**src/rtl/stopwatch_controller.sv**
```systemverilog
// MM:SS stopwatch sequencer: conditions three raw buttons, runs IDLE/RUN/PAUSE,
// divides clk to a 1 Hz tick and drives a BCD count (or frozen lap value) to the display.
module stopwatch_controller #(
  parameter int TICK_DIV        = 100_000_000,
  parameter int DEBOUNCE_CYCLES = 1_000_000
) (
  input  logic       clk,
  input  logic       rst_n,
  input  logic       btn_start,
  input  logic       btn_lap,
  input  logic       btn_clear,
  output logic [3:0] digit0,
  output logic [3:0] digit1,
  output logic [3:0] digit2,
  output logic [3:0] digit3,
  output logic       running,
  output logic       lap_active
);

  localparam int PW  = (TICK_DIV > 1) ? $clog2(TICK_DIV) : 1;
  localparam int DBW = (DEBOUNCE_CYCLES > 1) ? $clog2(DEBOUNCE_CYCLES) : 1;

  typedef enum logic [1:0] {IDLE = 2'd0, RUN = 2'd1, PAUSE = 2'd2} state_t;

  logic [2:0] raw;
  logic [2:0] press;
  assign raw = {btn_clear, btn_lap, btn_start};

  // Per button: 2-FF synchronizer, stability counter, registered rising-edge pulse.
  for (genvar b = 0; b < 3; b++) begin : g_btn
    logic           s1_q, s2_q, acc_q, acc_d, prs_q, prs_d;
    logic [DBW-1:0] cnt_q, cnt_d;

    always_comb begin
      acc_d = acc_q;
      cnt_d = '0;
      if (s2_q != acc_q) begin
        if (cnt_q == DBW'(DEBOUNCE_CYCLES - 1)) acc_d = s2_q;
        else                                    cnt_d = cnt_q + 1'b1;
      end
      prs_d = acc_d & ~acc_q;
    end

    always_ff @(posedge clk or negedge rst_n) begin
      if (!rst_n) begin
        s1_q  <= 1'b0;
        s2_q  <= 1'b0;
        acc_q <= 1'b0;
        prs_q <= 1'b0;
        cnt_q <= '0;
      end else begin
        s1_q  <= raw[b];
        s2_q  <= s1_q;
        acc_q <= acc_d;
        prs_q <= prs_d;
        cnt_q <= cnt_d;
      end
    end

    assign press[b] = prs_q;
  end

  function automatic logic [15:0] bcd_inc(input logic [15:0] v);
    logic [15:0] r;
    r = v;
    if (v[3:0] != 4'd9) r[3:0] = v[3:0] + 4'd1;
    else begin
      r[3:0] = 4'd0;
      if (v[7:4] != 4'd5) r[7:4] = v[7:4] + 4'd1;
      else begin
        r[7:4] = 4'd0;
        if (v[11:8] != 4'd9) r[11:8] = v[11:8] + 4'd1;
        else begin
          r[11:8]  = 4'd0;
          r[15:12] = (v[15:12] == 4'd5) ? 4'd0 : v[15:12] + 4'd1;
        end
      end
    end
    return r;
  endfunction

  state_t        state_q, state_d;
  logic          lap_q, lap_d, run_q, run_d;
  logic [PW-1:0] presc_q, presc_d;
  logic [15:0]   cnt_q, cnt_d, latch_q, latch_d;
  logic          tick, ev_clear, ev_start, ev_lap;

  // Priority clear > start > lap; losers are dropped.
  assign ev_clear = press[2];
  assign ev_start = press[0] & ~press[2];
  assign ev_lap   = press[1] & ~press[0] & ~press[2];
  assign tick     = (state_q == RUN) && (presc_q == PW'(TICK_DIV - 1));

  always_comb begin
    state_d = state_q;
    lap_d   = lap_q;
    latch_d = latch_q;
    cnt_d   = tick ? bcd_inc(cnt_q) : cnt_q;
    presc_d = presc_q;
    if (state_q == RUN) presc_d = tick ? '0 : presc_q + 1'b1;
    case (state_q)
      IDLE: begin
        presc_d = '0;
        if (ev_start) state_d = RUN;
      end
      RUN: begin
        if (ev_start) state_d = PAUSE;
        else if (ev_lap) begin
          lap_d = ~lap_q;
          if (!lap_q) latch_d = cnt_d;
        end
      end
      PAUSE: begin
        if (ev_clear) begin
          state_d = IDLE;
          cnt_d   = '0;
          latch_d = '0;
          lap_d   = 1'b0;
          presc_d = '0;
        end else if (ev_start) state_d = RUN;
        else if (ev_lap && lap_q) lap_d = 1'b0;
      end
      default: state_d = IDLE;
    endcase
    run_d = (state_d == RUN);
  end

  always_ff @(posedge clk or negedge rst_n) begin
    if (!rst_n) begin
      state_q <= IDLE;
      lap_q   <= 1'b0;
      run_q   <= 1'b0;
      presc_q <= '0;
      cnt_q   <= '0;
      latch_q <= '0;
    end else begin
      state_q <= state_d;
      lap_q   <= lap_d;
      run_q   <= run_d;
      presc_q <= presc_d;
      cnt_q   <= cnt_d;
      latch_q <= latch_d;
    end
  end

  assign {digit3, digit2, digit1, digit0} = lap_q ? latch_q : cnt_q;
  assign running    = run_q;
  assign lap_active = lap_q;

endmodule

```
**config.mk**
```make
export PLATFORM = sky130hd
export DESIGN_NAME = stopwatch_controller
export DESIGN_NICKNAME = d
export VERILOG_FILES = /design/src/rtl/stopwatch_controller.sv
export SDC_FILE = /design/constraint.sdc
export NUM_CORES = 1
export LEC_CHECK = 0
export CAP_MARGIN = 25
export CELL_PAD_IN_SITES_DETAIL_PLACEMENT = 1
export CELL_PAD_IN_SITES_GLOBAL_PLACEMENT = 1
export CORE_MARGIN = 2
export CORE_UTILIZATION = 50
export CTS_BUF_LIST = sky130_fd_sc_hd__clkbuf_2 sky130_fd_sc_hd__clkbuf_4 sky130_fd_sc_hd__clkbuf_8
export CTS_CLUSTER_SIZE = 16
export DETAILED_ROUTE_END_ITERATION = 10
export PLACE_DENSITY_LB_ADDON = 0.1
export SYNTH_ARGS = -nofsm -noshare
export SYNTH_HDL_FRONTEND = slang
export SYNTH_SLANG_ARGS = --single-unit
```
**constraint.sdc**
```tcl
create_clock -name clk -period 3.2 [get_ports clk]
set_clock_uncertainty 0.15 [all_clocks]
set_input_delay 0.32 -clock clk [delete_from_list [all_inputs] [get_ports clk]]
set_output_delay 0.32 -clock clk [all_outputs]
set_load 0.05 [all_outputs]
```
==> qor.csv <==
metric,value,unit
cp_max_fo,12,
synthDistinctLibCells,48,
grt_usage,22.9,%
power_switching_share,21.5,%
worstSetupPathType,flop to flop,
finalSetupViolCount,0,
relSlewSlack,38.8,%
pin_count,23,
netlist_instances,679,
worstPathArrival,3090,ps
cts_buffer_depth,2,
synth_warnings,0,
min_from,btn_lap,
drv_cap,0,
synth-edff-count,0,
diodes,0,
syn_nets,692,
ir_drop,391,uV
fillers,1493,
synth_area_leaders,"dfrtp_1, xor2_1, nor2_1",
grt_overflow,0,
areaGrowthSynthToFinish,12.3,%
p_clk_share,44.8,%
p_leak,3.17,nW
clock_latency,450,ps
fin_nets,716,
gp_congestion,0.803,
ys.flop_type,dfrtp_1,
cp-startpoint,state_q[1]$_DFF_PN0_,
p_int,2.56,mW
cts_tree,yes,
synth.top_cells.by_count,"dfrtp_1, nor2_1, nand3_1",
num_vias,4970,
cts_inserted_buffers,17,
final_core_util,56.9,%
synthDominantCellAreaShare,50.8,%
whs,159,ps
finalMaxSlewViolations,0,
grt_max_degree,73,
seqPwrFrac,53.0,%
syn_area,6650,sq um
drc,0,
clockRootBuffer,clkbuf_8,
viasPerCell,5.58,
placed_cell_area,7050,sq um
place_ws,368,ps
cp-end-kind,flop,
outcome,"complete, no violations",
use_met1,29.1,%
setup_ws,282,ps
rows,42,
die_area,14200,sq um
drive_gt1_share,8.54,%
ant_nets,0,
hold_viol,0,
drt-total-wl,15300,um
critPathLaunchType,flop,
ys_seq_area_share,50.8,%
initial_core_util,50.6,%
met2_usage,39.3,%
min_path_type,input pin to flop,
synth-seq-cells,135,
rr_worst_depth,5,
ff_latch_area,3380,sq um
numPlacedInstances,859,
pwr-share-comb,2.2,%
yosysTopAreaCell,dfrtp_1,
rsz0062_at_grt,no,
p_sw,0.702,mW
drt_pass1_iterations,4,
power.density,437,nW/um^2
drtIter0Drc,292,
r2r_start,state_q[1]$_DFF_PN0_,
clkSinkCount,135,
fin_crit_sh,91.2,%
antenna_found_initial,0,
die_x,119,um
die_height,119,um
syn_area_per_cell,9.80,sq um
wl_per_cell,17.2,um
clock.fmax,343,MHz
path_clk_slew,70,ps
grt_pass1_wl,26100,um
core_area,13100,sq um
finalSetupTns,0,ps
multi_input_area,3090,sq um
grt_busiest_layer,met2,
total_power,3.27,mW
async_flop_share,100,%
fin_crit,2920,ps
numPortBuffers,22,
stdcell_count,890,
synth.most_common_cell,dfrtp_1,
crit_required,3370,ps
tightest_slew,905,ps
worstHoldPathCells,1,
globalRouteMet3Util,5.22,%
hpwl,10100,um
htreeDepth,4,
stdcell_area,7470,sq um
grt_pass1_vias,5303,
==> worst paths after layout <==
path                                      endpoint  slack (ps)
max                            cnt_q[11]$_DFF_PN0_         280
min                        g_btn[1].s1_q$_DFF_PN0_         160
max reg2reg                    cnt_q[11]$_DFF_PN0_         280
min reg2reg                g_btn[2].s2_q$_DFF_PN0_         200
max in group asynchronous   lap_active$_DFFE_PN0P_        1810
min in group asynchronous    presc_q[16]$_DFF_PN0_         300
==> worst max-delay path, stage by stage, from the launching register on <==
cell and delay (ps):
dfrtp_1 510, nand4b_2 370, or4_1 620, or4_1 620
mux2i_1 170, nor4_1 360
==> timing repair <==
item / 4_1_cts / 5_1_grt
buffers inserted: 0 / 0
endpoints found under the hold margin: 63 / 0
resized for setup: 0 / 1
hold buffers: 1 / 0
setup endpoints to repair: 0 / 1
==> cell usage in the layout, fill, tap and decap left out, types with 2 or more instances in the layout <==
master,synthesis,routed
mux2_2,13,13
and4b_1,2,2
or3_1,4,4
xor2_1,51,51
clkinv_2,0,4
and4_1,6,6
nand2b_1,4,4
clkinvlp_4,0,2
or4b_2,2,2
nor4_4,2,2
a21oi_1,14,14
nor2_1,118,118
or4_1,6,6
or2_2,2,2
and3b_1,2,2
and3_1,20,20
clkbuf_8,0,20
and2_1,2,2
mux2i_1,9,9
xnor2_1,33,33
buf_4,0,7
nand2_1,44,44
inv_1,18,18
nor4_1,17,17
a21boi_0,2,2
nor3b_1,4,4
nor3_1,7,7
o21ai_1,3,3
nor4bb_1,2,2
nor4b_1,5,5
ha_1,8,8
o21ai_0,21,21
bufinv_16,0,3
clkdlybuf4s50_1,0,21
a211oi_1,4,4
nand4_1,28,28
nand3_1,52,52
a311oi_1,2,2
dfrtp_1,135,134
==> metal layers <==
metal | up-vias | share of wire (%)
met5 | - | 0
met4 | 0 | 1.0
met3 | 12 | 2.3
met2 | 42 | 51
met1 | 2522 | 46
li1 | 2394 | -
==> final cells by class <==
type	instances	area share (%)
inverters	18	0.904
flip-flops and latches	135	45.2
clock buffers	21	3.78
clock inverters	9	1.67
multi-input cells	500	41.4
well taps	176	2.95
repair buffers	31	4.07
==> logic make-up after synthesis <==
logic type,count (synthesis),share of synthesized area (%)
and+or+nand+nor,334,25.9
adders and majority gates,8,1.50
DFF,135,50.8
buffers and inverters,44,2.71
xor gates and xnor gates,84,11.1
muxes,22,3.56
AOI/OAI and AO/OA,52,4.44
==> power groups by stage <==
stage	logic (mW)	clock network, mW	registers [mW]
floorplan	0.0231	0	1.76
global placement	0.0703	0	1.76
detailed placement	0.0726	0	1.76
CTS	0.0740	1.50	1.73
global route	0.0824	1.57	1.73
finish	0.0703	1.46	1.73
==> sequential cells by signal, summed over array words and instances (netlist names) <==
signal / flops
cnt_q: 16
ev_clear: 1
g_btn.acc_q: 3
g_btn.cnt_q: 60
g_btn.prs_q: 2
g_btn.s1_q: 3
g_btn.s2_q: 3
lap_active: 1
latch_q: 16
presc_q: 27
running: 1
state_q: 2
Power figures use the tool's default switching activity.
